$ cat config.mk
export PLATFORM = sky130hd
export DESIGN_NAME = apb_timer_flat
export DESIGN_NICKNAME = d
export VERILOG_FILES = /design/src/rtl/apb_timer_pkg.sv /design/src/rtl/apb_timer_if.sv /design/src/rtl/apb_timer_core.sv /design/src/rtl/apb_timer.sv /design/src/flat_wrapper.sv
export SDC_FILE = /design/constraint.sdc
export NUM_CORES = 1
export LEC_CHECK = 0
export CORE_MARGIN = 4
export CORE_UTILIZATION = 50
export CTS_CLUSTER_DIAMETER = 100
export DETAILED_ROUTE_END_ITERATION = 10
export PLACE_DENSITY = 0.81
export SKIP_CTS_REPAIR_TIMING = 1
export SYNTH_ARGS = -nofsm -noshare
export SYNTH_HDL_FRONTEND = slang
export SYNTH_SLANG_ARGS = --single-unit
$ cat constraint.sdc
create_clock -name clk -period 8.1 [get_ports clk]
set_clock_uncertainty 0.2 [all_clocks]
set_input_delay 1.62 -clock clk [delete_from_list [all_inputs] [get_ports clk]]
set_output_delay 1.62 -clock clk [all_outputs]
set_load 0.02 [all_outputs]
$ cat src/rtl/apb_timer_pkg.sv
// Shared definitions for the APB machine timer: register map, ctrl fields,
// APB slave states and the per-register load strobes into the timer core.
package apb_timer_pkg;

  localparam int unsigned REG_W  = 32;
  localparam int unsigned STB_W  = REG_W / 8;
  localparam int unsigned OFFS_W = 3;
  localparam int unsigned TIME_W = 64;

  localparam logic [OFFS_W-1:0] OFF_MTIME_LO = 3'd0;
  localparam logic [OFFS_W-1:0] OFF_MTIME_HI = 3'd1;
  localparam logic [OFFS_W-1:0] OFF_CMP_LO   = 3'd2;
  localparam logic [OFFS_W-1:0] OFF_CMP_HI   = 3'd3;
  localparam logic [OFFS_W-1:0] OFF_CTRL     = 3'd4;
  localparam logic [OFFS_W-1:0] OFF_STATUS   = 3'd5;

  localparam int unsigned CTRL_EN_BIT     = 0;
  localparam int unsigned CTRL_IE_BIT     = 1;
  localparam int unsigned CTRL_DIV_LSB    = 8;
  localparam int unsigned STATUS_PEND_BIT = 0;

  localparam logic [TIME_W-1:0] MTIMECMP_RST = '1;

  typedef enum logic [1:0] {
    ST_IDLE = 2'd0,
    ST_WAIT = 2'd1,
    ST_DONE = 2'd2
  } apb_state_e;

  typedef struct packed {
    logic [REG_W-1:0] data;
    logic [STB_W-1:0] stb;
  } wr_req_t;

  typedef struct packed {
    logic mtime_lo;
    logic mtime_hi;
    logic cmp_lo;
    logic cmp_hi;
    logic ctrl;
    logic clr_pend;
  } reg_ld_t;

  // Byte-strobed merge of a write into an existing 32-bit register value.
  function automatic logic [REG_W-1:0] apply_strobe(input logic [REG_W-1:0] old_val,
                                                    input logic [REG_W-1:0] new_val,
                                                    input logic [STB_W-1:0] stb);
    logic [REG_W-1:0] res;
    res = old_val;
    for (int i = 0; i < int'(STB_W); i++) begin
      if (stb[i]) res[8*i +: 8] = new_val[8*i +: 8];
    end
    return res;
  endfunction

endpackage

$ cat src/rtl/apb_timer_if.sv
// APB bus bundle between the CPU-side master and the timer slave.
interface apb_timer_if #(
  parameter int unsigned ADDR_WIDTH = 32,
  parameter int unsigned DATA_WIDTH = 32
);
  logic [ADDR_WIDTH-1:0]   APB_paddr;
  logic [DATA_WIDTH-1:0]   APB_pdata;
  logic [DATA_WIDTH-1:0]   APB_prdata;
  logic                    APB_psel;
  logic                    APB_penable;
  logic                    APB_pwrite;
  logic [DATA_WIDTH/8-1:0] APB_pstb;
  logic                    APB_pready;
  logic                    APB_perr;

  modport master (
    output APB_paddr, APB_pdata, APB_psel, APB_penable, APB_pwrite, APB_pstb,
    input  APB_prdata, APB_pready, APB_perr
  );

  modport slave (
    input  APB_paddr, APB_pdata, APB_psel, APB_penable, APB_pwrite, APB_pstb,
    output APB_prdata, APB_pready, APB_perr
  );
endinterface

$ cat src/rtl/apb_timer_core.sv
// Timer datapath: prescaler, 64-bit mtime, mtimecmp, sticky pending and irq.
// Register writes arrive as one-cycle load strobes with a shared byte-strobed payload.
module timer_core
  import apb_timer_pkg::*;
#(
  parameter int unsigned PRESCALE_WIDTH = 8
) (
  input  logic              clk,
  input  logic              rts_n,
  input  reg_ld_t           ld,
  input  wr_req_t           wr,
  output logic [TIME_W-1:0] mtime,
  output logic [TIME_W-1:0] mtimecmp,
  output logic [REG_W-1:0]  ctrl_c,
  output logic              pending,
  output logic              irq
);

  logic [TIME_W-1:0]         mtime_q, mtime_d;
  logic [TIME_W-1:0]         cmp_q, cmp_d;
  logic [PRESCALE_WIDTH-1:0] div_q, div_d;
  logic [PRESCALE_WIDTH-1:0] presc_q, presc_d;
  logic                      en_q, en_d;
  logic                      ie_q, ie_d;
  logic                      pending_q, pending_d;
  logic                      irq_q, irq_d;

  always_comb begin
    mtime_d   = mtime_q;
    cmp_d     = cmp_q;
    div_d     = div_q;
    presc_d   = presc_q;
    en_d      = en_q;
    ie_d      = ie_q;
    irq_d     = pending_q & ie_q;
    // Compare sets, software clear only takes effect when the compare is false.
    pending_d = (mtime_q >= cmp_q) || (pending_q && !ld.clr_pend);

    if (en_q) begin
      if (presc_q >= div_q) begin
        presc_d = '0;
        mtime_d = mtime_q + TIME_W'(1);
      end else begin
        presc_d = presc_q + PRESCALE_WIDTH'(1);
      end
    end

    // A software write to mtime overrides (drops) a coincident increment.
    if (ld.mtime_lo) mtime_d = {mtime_q[TIME_W-1:REG_W], apply_strobe(mtime_q[REG_W-1:0], wr.data, wr.stb)};
    if (ld.mtime_hi) mtime_d = {apply_strobe(mtime_q[TIME_W-1:REG_W], wr.data, wr.stb), mtime_q[REG_W-1:0]};
    if (ld.cmp_lo)   cmp_d   = {cmp_q[TIME_W-1:REG_W], apply_strobe(cmp_q[REG_W-1:0], wr.data, wr.stb)};
    if (ld.cmp_hi)   cmp_d   = {apply_strobe(cmp_q[TIME_W-1:REG_W], wr.data, wr.stb), cmp_q[REG_W-1:0]};

    if (ld.ctrl) begin
      if (wr.stb[CTRL_EN_BIT/8]) en_d = wr.data[CTRL_EN_BIT];
      if (wr.stb[CTRL_IE_BIT/8]) ie_d = wr.data[CTRL_IE_BIT];
      for (int i = 0; i < int'(PRESCALE_WIDTH); i++) begin
        if (wr.stb[(int'(CTRL_DIV_LSB) + i) / 8]) div_d[i] = wr.data[int'(CTRL_DIV_LSB) + i];
      end
    end
  end

  always_ff @(posedge clk) begin
    if (!rts_n) begin
      mtime_q   <= '0;
      cmp_q     <= MTIMECMP_RST;
      div_q     <= '0;
      presc_q   <= '0;
      en_q      <= 1'b0;
      ie_q      <= 1'b0;
      pending_q <= 1'b0;
      irq_q     <= 1'b0;
    end else begin
      mtime_q   <= mtime_d;
      cmp_q     <= cmp_d;
      div_q     <= div_d;
      presc_q   <= presc_d;
      en_q      <= en_d;
      ie_q      <= ie_d;
      pending_q <= pending_d;
      irq_q     <= irq_d;
    end
  end

  always_comb begin
    ctrl_c = '0;
    ctrl_c[CTRL_EN_BIT] = en_q;
    ctrl_c[CTRL_IE_BIT] = ie_q;
    ctrl_c[CTRL_DIV_LSB +: PRESCALE_WIDTH] = div_q;
  end

  assign mtime    = mtime_q;
  assign mtimecmp = cmp_q;
  assign pending  = pending_q;
  assign irq      = irq_q;

endmodule

$ cat src/rtl/apb_timer.sv
// APB slave machine timer: one-wait-state APB FSM, register decode and
// mtime_hi read shadow wrapped around timer_core.
module apb_timer
  import apb_timer_pkg::*;
#(
  parameter int unsigned ADDR_WIDTH     = 32,
  parameter int unsigned DATA_WIDTH     = 32,
  parameter int unsigned PRESCALE_WIDTH = 8
) (
  input  logic        clk,
  input  logic        rts_n,
  apb_timer_if.slave  apb,
  output logic        irq
);

  apb_state_e            state_q, state_d;
  logic                  pready_q, pready_d;
  logic                  perr_q, perr_d;
  logic [DATA_WIDTH-1:0] prdata_q, prdata_d;
  logic [REG_W-1:0]      hi_shadow_q, hi_shadow_d;

  logic [OFFS_W-1:0]     offs_c;
  logic                  addr_err_c;
  logic [DATA_WIDTH-1:0] rd_mux_c;
  logic                  unused_addr_c;
  reg_ld_t               ld_c;
  wr_req_t               wr_c;

  logic [TIME_W-1:0]     mtime;
  logic [TIME_W-1:0]     mtimecmp;
  logic [REG_W-1:0]      ctrl_c;
  logic                  pending;

  assign offs_c        = apb.APB_paddr[4:2];
  assign addr_err_c    = (apb.APB_paddr[1:0] != 2'b00) || (offs_c > OFF_STATUS);
  assign unused_addr_c = ^apb.APB_paddr[ADDR_WIDTH-1:5];
  assign wr_c          = '{data: REG_W'(apb.APB_pdata), stb: STB_W'(apb.APB_pstb)};

  // mtime_hi reads the shadow captured by the last mtime_lo read, never the live counter.
  always_comb begin
    rd_mux_c = '0;
    case (offs_c)
      OFF_MTIME_LO: rd_mux_c = DATA_WIDTH'(mtime[REG_W-1:0]);
      OFF_MTIME_HI: rd_mux_c = DATA_WIDTH'(hi_shadow_q);
      OFF_CMP_LO:   rd_mux_c = DATA_WIDTH'(mtimecmp[REG_W-1:0]);
      OFF_CMP_HI:   rd_mux_c = DATA_WIDTH'(mtimecmp[TIME_W-1:REG_W]);
      OFF_CTRL:     rd_mux_c = DATA_WIDTH'(ctrl_c);
      OFF_STATUS:   rd_mux_c = DATA_WIDTH'(pending) << STATUS_PEND_BIT;
      default:      rd_mux_c = '0;
    endcase
  end

  // All side effects (writes, snapshot, response) happen on the WAIT -> DONE edge.
  always_comb begin
    state_d     = state_q;
    pready_d    = 1'b0;
    perr_d      = 1'b0;
    prdata_d    = '0;
    hi_shadow_d = hi_shadow_q;
    ld_c        = '0;
    unique case (state_q)
      ST_IDLE: begin
        if (apb.APB_psel) state_d = ST_WAIT;
      end
      ST_WAIT: begin
        if (!apb.APB_psel) begin
          state_d = ST_IDLE;
        end else if (apb.APB_penable) begin
          state_d  = ST_DONE;
          pready_d = 1'b1;
          perr_d   = addr_err_c;
          if (!addr_err_c) begin
            if (apb.APB_pwrite) begin
              case (offs_c)
                OFF_MTIME_LO: ld_c.mtime_lo = 1'b1;
                OFF_MTIME_HI: ld_c.mtime_hi = 1'b1;
                OFF_CMP_LO:   ld_c.cmp_lo   = 1'b1;
                OFF_CMP_HI:   ld_c.cmp_hi   = 1'b1;
                OFF_CTRL:     ld_c.ctrl     = 1'b1;
                OFF_STATUS:   ld_c.clr_pend = apb.APB_pstb[STATUS_PEND_BIT/8] &
                                              apb.APB_pdata[STATUS_PEND_BIT];
                default:      ld_c = '0;
              endcase
            end else begin
              prdata_d = rd_mux_c;
              if (offs_c == OFF_MTIME_LO) hi_shadow_d = mtime[TIME_W-1:REG_W];
            end
          end
        end
      end
      ST_DONE: state_d = ST_IDLE;
      default: state_d = ST_IDLE;
    endcase
  end

  always_ff @(posedge clk) begin
    if (!rts_n) begin
      state_q     <= ST_IDLE;
      pready_q    <= 1'b0;
      perr_q      <= 1'b0;
      prdata_q    <= '0;
      hi_shadow_q <= '0;
    end else begin
      state_q     <= state_d;
      pready_q    <= pready_d;
      perr_q      <= perr_d;
      prdata_q    <= prdata_d;
      hi_shadow_q <= hi_shadow_d;
    end
  end

  assign apb.APB_pready = pready_q;
  assign apb.APB_perr   = perr_q;
  assign apb.APB_prdata = prdata_q;

  timer_core #(
    .PRESCALE_WIDTH (PRESCALE_WIDTH)
  ) u_core (
    .clk      (clk),
    .rts_n    (rts_n),
    .ld       (ld_c),
    .wr       (wr_c),
    .mtime    (mtime),
    .mtimecmp (mtimecmp),
    .ctrl_c   (ctrl_c),
    .pending  (pending),
    .irq      (irq)
  );

endmodule

$ cat src/flat_wrapper.sv
// flat-port wrapper written by rule: the top's interface ports become plain ports
module apb_timer_flat import apb_timer_pkg::*;
#(
  parameter int unsigned ADDR_WIDTH     = 32,
  parameter int unsigned DATA_WIDTH     = 32,
  parameter int unsigned PRESCALE_WIDTH = 8
)
  (clk, rts_n, irq, apb_APB_paddr, apb_APB_pdata, apb_APB_psel, apb_APB_penable, apb_APB_pwrite, apb_APB_pstb, apb_APB_prdata, apb_APB_pready, apb_APB_perr);
  apb_timer_if #(.ADDR_WIDTH(ADDR_WIDTH), .DATA_WIDTH(DATA_WIDTH)) apb_i ();
  input  logic clk;
  input  logic rts_n;
  output logic irq;
  input wire logic [$bits(apb_i.APB_paddr)-1:0] apb_APB_paddr;
  input wire logic [$bits(apb_i.APB_pdata)-1:0] apb_APB_pdata;
  input wire logic [$bits(apb_i.APB_psel)-1:0] apb_APB_psel;
  input wire logic [$bits(apb_i.APB_penable)-1:0] apb_APB_penable;
  input wire logic [$bits(apb_i.APB_pwrite)-1:0] apb_APB_pwrite;
  input wire logic [$bits(apb_i.APB_pstb)-1:0] apb_APB_pstb;
  output wire logic [$bits(apb_i.APB_prdata)-1:0] apb_APB_prdata;
  output wire logic [$bits(apb_i.APB_pready)-1:0] apb_APB_pready;
  output wire logic [$bits(apb_i.APB_perr)-1:0] apb_APB_perr;
  assign apb_i.APB_paddr = apb_APB_paddr;
  assign apb_i.APB_pdata = apb_APB_pdata;
  assign apb_i.APB_psel = apb_APB_psel;
  assign apb_i.APB_penable = apb_APB_penable;
  assign apb_i.APB_pwrite = apb_APB_pwrite;
  assign apb_i.APB_pstb = apb_APB_pstb;
  assign apb_APB_prdata = apb_i.APB_prdata;
  assign apb_APB_pready = apb_i.APB_pready;
  assign apb_APB_perr = apb_i.APB_perr;
  apb_timer #(.ADDR_WIDTH(ADDR_WIDTH), .DATA_WIDTH(DATA_WIDTH), .PRESCALE_WIDTH(PRESCALE_WIDTH)) u_core (.clk(clk), .rts_n(rts_n), .apb(apb_i), .irq(irq));
endmodule
==> reports/qor.csv, run 1 <==
metric,value,unit
worstHoldStart,u_core.hi_shadow_q[27],
ff2ff_path_depth,6,
worst_setup_path_start_kind,primary input,
place.gp.congestion,0.954,
finalHoldWorstSlack,0.255,ns
max_cap_viol_count,0,
cts_tree,done,
io_pins,108,
path_clk_slew,0.06,ns
power,2260,uW
die_w,164,um
holdPathStages,2,
synthCells,1560,
reg2reg_to,u_core.u_core.mtime[41],
crit_arrival,5.36,ns
antenna_found_initial,0,
rsz0062_at_grt,false,
area_growth,13.8,%
htreeDepth,1,
reg2reg_slack,4.31,ns
drc,0,
path_max_fanout,35,
nNetsFinal,1715,
grt_start_max_net_pins,84,
seq_area_frac_synth,35.7,%
setup.worst_path.class,in2reg,
holdPathEnd,u_core.hi_shadow_q[27],
status,completed,
routed_wl,40.3,mm
cpPeakStageDelay,0.80,ns
slowest_stage,clkdlybuf4s50_1,
num_rows,56,
port_buffers,80,
syn_area,0.0121,mm2
p_leak,0.00532,uW
hold_path_class,reg2reg,
gr-total-overflow,0,
chipHeight,164,um
synth.distinct_cells,73,
drtIter0Drc,1675,
detail_route.wl_per_cell,21.2,um
dpl-instance-area,0.0130,mm2
critPathLaunch,apb_APB_paddr[4],
drive_above_1_share,5.11,%
numCtsBuffers,24,
via_per_inst,6.67,
worstMarginPinSlew,1.15,ns
route.vias.total,12700,
cp.required,8.31,ns
finalSetupTns,0,ns
ant_nets,0,
start_util,51.2,%
dr.pass1.iters,9,
fmaxAchievable,194,MHz
synth_flop_cell,dfxtp_1,
cts.sinks,216,
finalCriticalPeriod,5.14,ns
diodes,0,
async_flop_share,0,%
synth_nets,1707,
setup_viol,0,
grt_pass1_vias,11800,
report.final.hold_viol_count,0,
synth.avg_cell_area,7.77,um2
post-route-period-util,63.5,%
slew-limit-headroom,22.9,%
grt_pass1_wl,63.1,mm
worst_ir_drop_vdd,147,uV
power_density,164,mW/mm2
stdcell_area,0.0138,mm2
core_area,0.0237,mm2
track_usage,29.1,%
die-area,0.0268,mm2
cp_cell_sequence,"clkdlybuf4s50_1, a211oi_2, and3_1, nor2_1, a21oi_4, buf_4, nand2_1, o2111a_1",
cts-root-buf,clkbuf_16,
synth_edf_count,0,
drv_slew,0,
crit_path_end_kind,register,
hpwl,27.6,mm
ctsLongestPathBuffers,3,
clk_latency,0.54,ns
yosys_warnings,0,
worstReg2RegStart,u_core.u_core.mtime[16],
ys_ff_latch,216,
-- power by group --
group / switching (uW) / total [uW] / internal [uW] / leakage [uW]
Clock: 464 / 1100 / 639 / 0.000386
Combinational: 64.3 / 98.4 / 34.1 / 0.00319
Sequential: 0.588 / 1060 / 1060 / 0.00174
Total: 529 / 2260 / 1740 / 0.00532
-- cells in the final DEF (no fill, tap or decap), drive strengths merged, types with 6 or more instances in the layout --
master,count
a211oi,6
a21o,7
a21oi,160
a221oi,16
a22oi,71
a31oi,19
and2,15
and3,23
and4,11
buf,16
clkbuf,33
clkdlybuf4s50,79
clkinv,6
dfxtp,216
ha,74
inv,84
mux2i,7
nand2,264
nand3,46
nand4,32
nor2,86
nor3,27
nor4,28
o211ai,72
o21ai,44
o221a,8
o22ai,9
o31a,6
o31ai,13
o32ai,24
or4,6
xor2,6
-- registers in the layout (all words and copies together), names as in the netlist, 2 cells and up --
| name | cells |
|---|---|
| u_core.u_core.presc_q | 8 |
| u_core.state_q | 2 |
| u_core.u_core.mtime | 64 |
| u_core.apb.APB_prdata | 32 |
| u_core.u_core.mtimecmp | 64 |
| u_core.u_core.div_q | 8 |
| u_core.hi_shadow_q | 32 |
-- layer usage --
metal	vias to the layer above	share of wire, %	global-route usage (%)	wire length (um)
met5	-	0	0	0
met1	5995	40	38.1	16300
met3	149	11	6.45	4250
met4	0	4.3	11.7	1750
met2	781	45	46.7	18000
li1	5776	-	-	-
-- through the flow --
step | instances | utilization [%] | setup WS, ns
CTS | 1903 | 58.3 | 3.07
floorplan | 1560 | - | 4.23
detailed placement | 1861 | 55.0 | 2.53
global placement | 1861 | 55.0 | 2.62
finish | 1903 | 58.3 | 2.96
global route | 1903 | 58.3 | 2.79
-- final cells by class --
cell class / instances / area (um2)
fillers: 2172 / 9880
multi-input cells: 1147 / 7070
flip-flops and latches: 216 / 4320
repair buffers: 95 / 911
clock buffers: 33 / 706
well taps: 319 / 399
inverters: 84 / 315
clock inverters: 9 / 78.8
-- how the worst max path moves through the flow --
stage,to,slack [ns]
3_5_place_dp,u_core.u_core.mtime[55],2.53
2_1_floorplan,u_core.u_core.mtime[23],4.23
3_3_place_gp,u_core.u_core.mtime[52],2.62
4_1_cts,u_core.u_core.mtime[55],3.07
6_report,u_core.u_core.mtime[55],2.96
5_1_grt,u_core.u_core.mtime[59],2.79
-- worst max-delay path: cells and delay by family --
| family | cells | cell delay, ns |
|---|---|---|
| buffers and inverters | 2 | 1.29 |
| AND/OR/NAND/NOR | 3 | 0.67 |
| AO/OA/AOI/OAI | 3 | 1.73 |
-- cell usage after synthesis, types with 16 or more instances --
| cell | instances | area, um2 |
|---|---|---|
| clkbuf_1 | 97 | 364 |
| nand2_1 | 264 | 991 |
| nor2_1 | 85 | 319 |
| ha_1 | 74 | 926 |
| inv_1 | 83 | 312 |
| nand3_1 | 45 | 225 |
| nand4_1 | 31 | 194 |
| a21oi_1 | 159 | 796 |
| a22oi_1 | 71 | 533 |
| and3_1 | 23 | 144 |
| o211ai_1 | 72 | 541 |
| a221oi_1 | 16 | 140 |
| o32ai_1 | 24 | 210 |
| nor4_1 | 28 | 175 |
| o21ai_0 | 43 | 215 |
| nor3_1 | 26 | 130 |
| a31oi_1 | 19 | 119 |
| dfxtp_1 | 216 | 4320 |
-- cells by family after synthesis --
group	Yosys count	synth area share [%]
flops	216	35.7
buf+inv	197	6.23
mux	9	0.764
fa+ha+maj	74	7.64
compound gates	491	27.2
xor+xnor	7	0.506
simple gates	566	22.0
(Power assumes the default switching activity.)
==> inputs of run 2 (changes only) <==
PLACE_DENSITY = 0.83   (was 0.81)
clock period = 4.49 ns   (was 8.1 ns; I/O delays follow)
==> run 2 against run 1 <==
  * Global-route usage increased by 0.59 points
  * Sequential cell count stayed put
  * Die area stayed put
  * Count of clock-buffer cells in the layout fell by 2
  * Worst hold slack got worse by 0.0035 ns
  * Critical endpoint is now u_core.u_core.mtime[18]
==> reports/qor.csv, run 2 (synthesis results as in run 1) <==
metric,value,unit,change
fmaxAchievable,295,MHz,
grt_start_max_net_pins,65,,was 84
internal_power,3120,uW,was 1740 uW
finalCriticalPeriod,3.38,ns,
cts.sinks,216,,unchanged
report.final.hold_viol_count,0,,unchanged
drtIter0Drc,1768,,was 1675
use_met2,45.5,%,was 46.7%
diodes,0,,unchanged
num_rows,56,,unchanged
nNetsFinal,1732,,was 1715
track_usage,29.7,%,was 29.1%
area_growth,15.1,%,was 13.8%
clkPwrFrac,48.4,%,was 48.7%
place.gp.congestion,1.01,,was 0.954
drive_above_1_share,6.30,%,was 5.11%
worst_ir_drop_vdd,208,uV,was 147 uV
status,completed,,unchanged
drc,0,,unchanged
io_pins,108,,unchanged
clk_latency,0.53,ns,was 0.54 ns
setup.worst_path.class,in2reg,,unchanged
n_fill_cell,2173,,was 2172
ctsLongestPathBuffers,3,,unchanged
fin_cells,1922,,was 1903
dpl.cell_count,1878,,was 1861
gr-usage-met3,5.45,%,was 6.45%
final_common_cell,nand2_1,,unchanged
p_sw,957,uW,was 529 uW
rsz0062_at_grt,false,,unchanged
route.vias.total,12700,,about the same
port_buffers,80,,unchanged
cts-root-buf,clkbuf_16,,unchanged
worst_setup_path_start_kind,primary input,,unchanged
path_clk_slew,0.06,ns,about the same
power_density,292,mW/mm2,was 164 mW/mm2
drv_slew,0,,unchanged
post-route-period-util,75.4,%,
routed_wl,40.7,mm,was 40.3 mm
grt_pass1_vias,11900,,was 11800
use_met1,40.9,%,was 38.1%
chipHeight,164,um,unchanged
grt-busiest-layer,met2,,unchanged
ant_nets,0,,unchanged
die-area,0.0268,mm2,unchanged
worstMarginPinSlew,0.728,ns,was 1.15 ns
finalSetupTns,0,ns,unchanged
hpwl,28.0,mm,was 27.6 mm
fin_util,58.9,%,was 58.3%
worst_slack,1.11,ns,was 2.96 ns
layout_common_cells,"nand2_1, dfxtp_1, a21oi_1",,unchanged
start_util,51.2,%,unchanged
crit_path_end_kind,register,,unchanged
core_area,0.0237,mm2,unchanged
slew-limit-headroom,51.4,%,was 22.9%
via_per_inst,6.63,,was 6.67
htreeDepth,1,,unchanged
gr-total-overflow,0,,unchanged
cp.required,4.76,ns,was 8.31 ns
p_seq_share,47.0,%,about the same
path_max_fanout,14,,was 35
crit_arrival,3.65,ns,was 5.36 ns
grt_pass1_wl,64.3,mm,was 63.1 mm
hold_path_class,reg2reg,,unchanged
numCtsBuffers,24,,unchanged
swShare,23.5,%,was 23.4%
p_leak,0.00543,uW,was 0.00532 uW
cts_tree,done,,unchanged
setup_viol,0,,unchanged
detail_route.wl_per_cell,21.2,um,about the same
power_frac_comb,4.6,%,was 4.3%
power,4080,uW,was 2260 uW
die_w,164,um,unchanged
place_ws,0.686,ns,was 2.53 ns
dr.pass1.iters,8,,was 9
max_cap_viol_count,0,,unchanged
antenna_found_initial,2,,was 0
run 2: cell types whose count changed in the layout (fill, tap and decap cells not counted), sizes merged:
| cell | change |
|---|---|
| buf | +17 |
| clkinv | +4 |
| clkbuf | -2 |
run 2: stage by stage:
step                area [um2]  hold WS [ns]
floorplan                12100         0.223
global placement         13200         0.241
detailed placement       13200         0.244
CTS                      14000         0.253
global route             14000         0.274
finish                   14000         0.252
run 2: worst paths after layout:
check | start | to | slack (ns) | cells past startpoint
hold / removal | u_core.state_q[0] | u_core.state_q[0] | 0.25 | 1
setup reg to reg | u_core.u_core.mtime[25] | u_core.u_core.mtime[41] | 1.18 | 6
setup / recovery | apb_APB_paddr[3] | u_core.u_core.mtime[18] | 1.11 | 8
hold reg to reg | u_core.state_q[0] | u_core.state_q[0] | 0.25 | 1
run 2: power by group through the flow:
stage | Combinational, uW | Sequential (uW) | Clock (uW)
finish | 188 | 1920 | 1970
global route | 196 | 1920 | 2060
CTS | 182 | 1920 | 1980
detailed placement | 180 | 1960 | 0
global placement | 179 | 1960 | 0
floorplan | 76.8 | 1960 | 0
run 2: routing by layer:
metal  part of all wire [%]  vias to the layer above
li1                       -                     5821
met1                     41                     5960
met2                     44                      792
met3                     10                      161
met4                    5.0                        4
met5                  0.056                        -
run 2: area by class of cell:
class,instances,area [um2],share of cell area (%)
clock buffers,31,688,4.93
clock inverters,13,98.8,0.708
inverters,84,315,2.26
multi-input cells,1147,7070,50.6
flip-flops and latches,216,4320,31.0
well taps,319,399,2.86
repair buffers,112,1060,7.62
run 2: worst max-delay path, stage by stage:
cell and delay (ns):
clkdlybuf4s50_1 0.45, buf_4 0.22, nor3b_1 0.27, and3_1 0.32
nor2_1 0.13, a21o_1 0.40, a21oi_1 0.66, o221a_2 0.29
==> inputs of run 3 (changes only) <==
clock period = 3 ns   (was 4.49 ns; I/O delays follow)
==> run 3 against run 2 <==
  * Sequential share of layout area down 2.2 points
  * Worst hold slack better by 0.0063 ns
  * Total power is 54% higher
  * First-iteration DRC count up 9.0%
  * Via count is 5.5% higher
  * Utilization increased by 4.5 points
==> reports/qor.csv, run 3 (synthesis results as in run 1) <==
metric,value,unit,change
setup.worst_path.class,reg2reg,,was in2reg
drv_slew,0,,unchanged
hold_path_class,reg2reg,,unchanged
fmaxAchievable,350,MHz,
cp.required,3.17,ns,was 4.76 ns
p_sw,1420,uW,was 957 uW
dpl.cell_count,1991,,was 1878
route.vias.total,13400,,was 12700
drive_above_1_share,12.0,%,was 6.30%
path_clk_slew,0.06,ns,about the same
cp_common_cell,nand4_1,,
cts-root-buf,clkbuf_16,,unchanged
core_area,0.0237,mm2,unchanged
start_util,51.2,%,unchanged
fin_cells,2030,,was 1922
setup_viol,0,,unchanged
drtIter0Drc,1927,,was 1768
nNetsFinal,1845,,was 1732
cpPeakStageDelay,0.45,ns,was 0.66 ns
layout_common_cells,"nand2_1, dfxtp_1, a21oi_1",,unchanged
grt_pass1_vias,12500,,was 11900
max_cap_viol_count,0,,unchanged
numCtsBuffers,24,,unchanged
place.gp.congestion,1.01,,about the same
rsz0062_at_grt,false,,unchanged
cp_cell_sequence,"nand4_1, nor3_1, nand4_1, buf_4, nor4_1, mux2i_1, a221oi_1",,"was clkdlybuf4s50_1, buf_4, nor3b_1, and3_1, nor2_1, a21o_1, a21oi_1, o221a_2"
ctsLongestPathBuffers,3,,unchanged
slowest_stage,nand4_1,,was a21oi_1
slew-limit-headroom,51.8,%,was 51.4%
clkPwrFrac,49.5,%,was 48.4%
status,completed,,unchanged
die_w,164,um,unchanged
die-area,0.0268,mm2,unchanged
crit_path_end_kind,register,,unchanged
post-route-period-util,95.2,%,
report.final.hold_viol_count,0,,unchanged
internal_power,4860,uW,was 3120 uW
grt_pass1_wl,67.6,mm,was 64.3 mm
diodes,0,,unchanged
crit_arrival,3.03,ns,was 3.65 ns
worst_setup_path_start_kind,register,,was primary input
power_density,418,mW/mm2,was 292 mW/mm2
n_fill_cell,2048,,was 2173
hpwl,30.7,mm,was 28.0 mm
via_per_inst,6.62,,was 6.63
p_seq_share,45.7,%,was 47.0%
clk_latency,0.54,ns,was 0.53 ns
drc,0,,unchanged
finalHoldWorstSlack,0.258,ns,was 0.252 ns
antenna_found_initial,1,,was 2
grt_start_max_net_pins,127,,was 65
dr.pass1.iters,7,,was 8
track_usage,31.2,%,was 29.7%
power_frac_comb,4.8,%,was 4.6%
gr-total-overflow,0,,unchanged
detail_route.wl_per_cell,21.2,um,about the same
power,6280,uW,was 4080 uW
io_pins,108,,unchanged
ant_nets,0,,unchanged
worst_ir_drop_vdd,470,uV,was 208 uV
cts_tree,done,,unchanged
p_leak,0.00605,uW,was 0.00543 uW
finalCriticalPeriod,2.86,ns,
swShare,22.6,%,was 23.5%
worstMarginPinSlew,0.717,ns,was 0.728 ns
num_rows,56,,unchanged
area_growth,23.9,%,was 15.1%
path_max_fanout,9,,was 14
htreeDepth,1,,unchanged
cts.sinks,216,,unchanged
final_common_cell,nand2_1,,unchanged
chipHeight,164,um,unchanged
port_buffers,80,,unchanged
routed_wl,43.0,mm,was 40.7 mm
run 3: cell count changes in the layout (fill, tap and decap cells not counted), moves of 3 or more:
cell       before  now
clkbuf_1        2    6
clkbuf_8        4    1
bufinv_16       1    4
clkinv_2        9    2
buf_12          2   18
buf_4          31  128
run 3: final timing paths:
path         cells after the start  slack (ns)                   start                      end
min                              2        0.26  u_core.hi_shadow_q[13]   u_core.hi_shadow_q[13]
max                              7        0.14  u_core.u_core.mtime[6]  u_core.u_core.mtime[59]
min reg2reg                      2        0.26  u_core.hi_shadow_q[13]   u_core.hi_shadow_q[13]
max reg2reg                      7        0.14  u_core.u_core.mtime[6]  u_core.u_core.mtime[59]
run 3: cell type report:
type | count | area (um2) | share of cell area (%)
sequential | 216 | 4320 | 28.8
clock buffer | 32 | 662 | 4.41
inverter | 84 | 315 | 2.10
tap | 319 | 399 | 2.66
clock inverter | 7 | 139 | 0.925
timing repair buffer | 225 | 2110 | 14.1
multi-input combinational | 1147 | 7070 | 47.1
run 3: worst max-delay path, delay by kind of cell (launching register included):
family	cells	cell delay, ns
buffers and inverters	1	0.24
AO/OA/AOI/OAI	1	0.09
multiplexers	1	0.23
AND/OR/NAND/NOR	4	1.48
flip-flops	1	0.43
run 3: metrics by stage:
stage                     TNS (ns)  cell area [um2]  worst slack (ns)  utilization, %
after global routing             0            15000           0.00869            63.4
after global placement     -0.0596            14200           -0.0596            60.0
after CTS                        0            15000             0.257            63.4
after detailed placement    -0.700            14200            -0.254            60.0
after floorplan                  0            12100             0.149               -
final                            0            15000             0.143            63.4
run 3: power by group through the flow:
stage | clock (uW) | sequential (uW) | combinational, uW
finish | 3110 | 2870 | 300
global route | 3220 | 2870 | 311
CTS | 3120 | 2870 | 289
detailed placement | 0 | 2940 | 287
global placement | 0 | 2940 | 283
floorplan | 0 | 2940 | 115
run 3: metal layers:
metal	global-route usage, %	routed length (um)	vias up
met5	0	13	-
met3	5.19	4740	148
met4	11.6	1730	2
met1	41.3	16900	6337
li1	-	-	6042
met2	51.4	19600	906
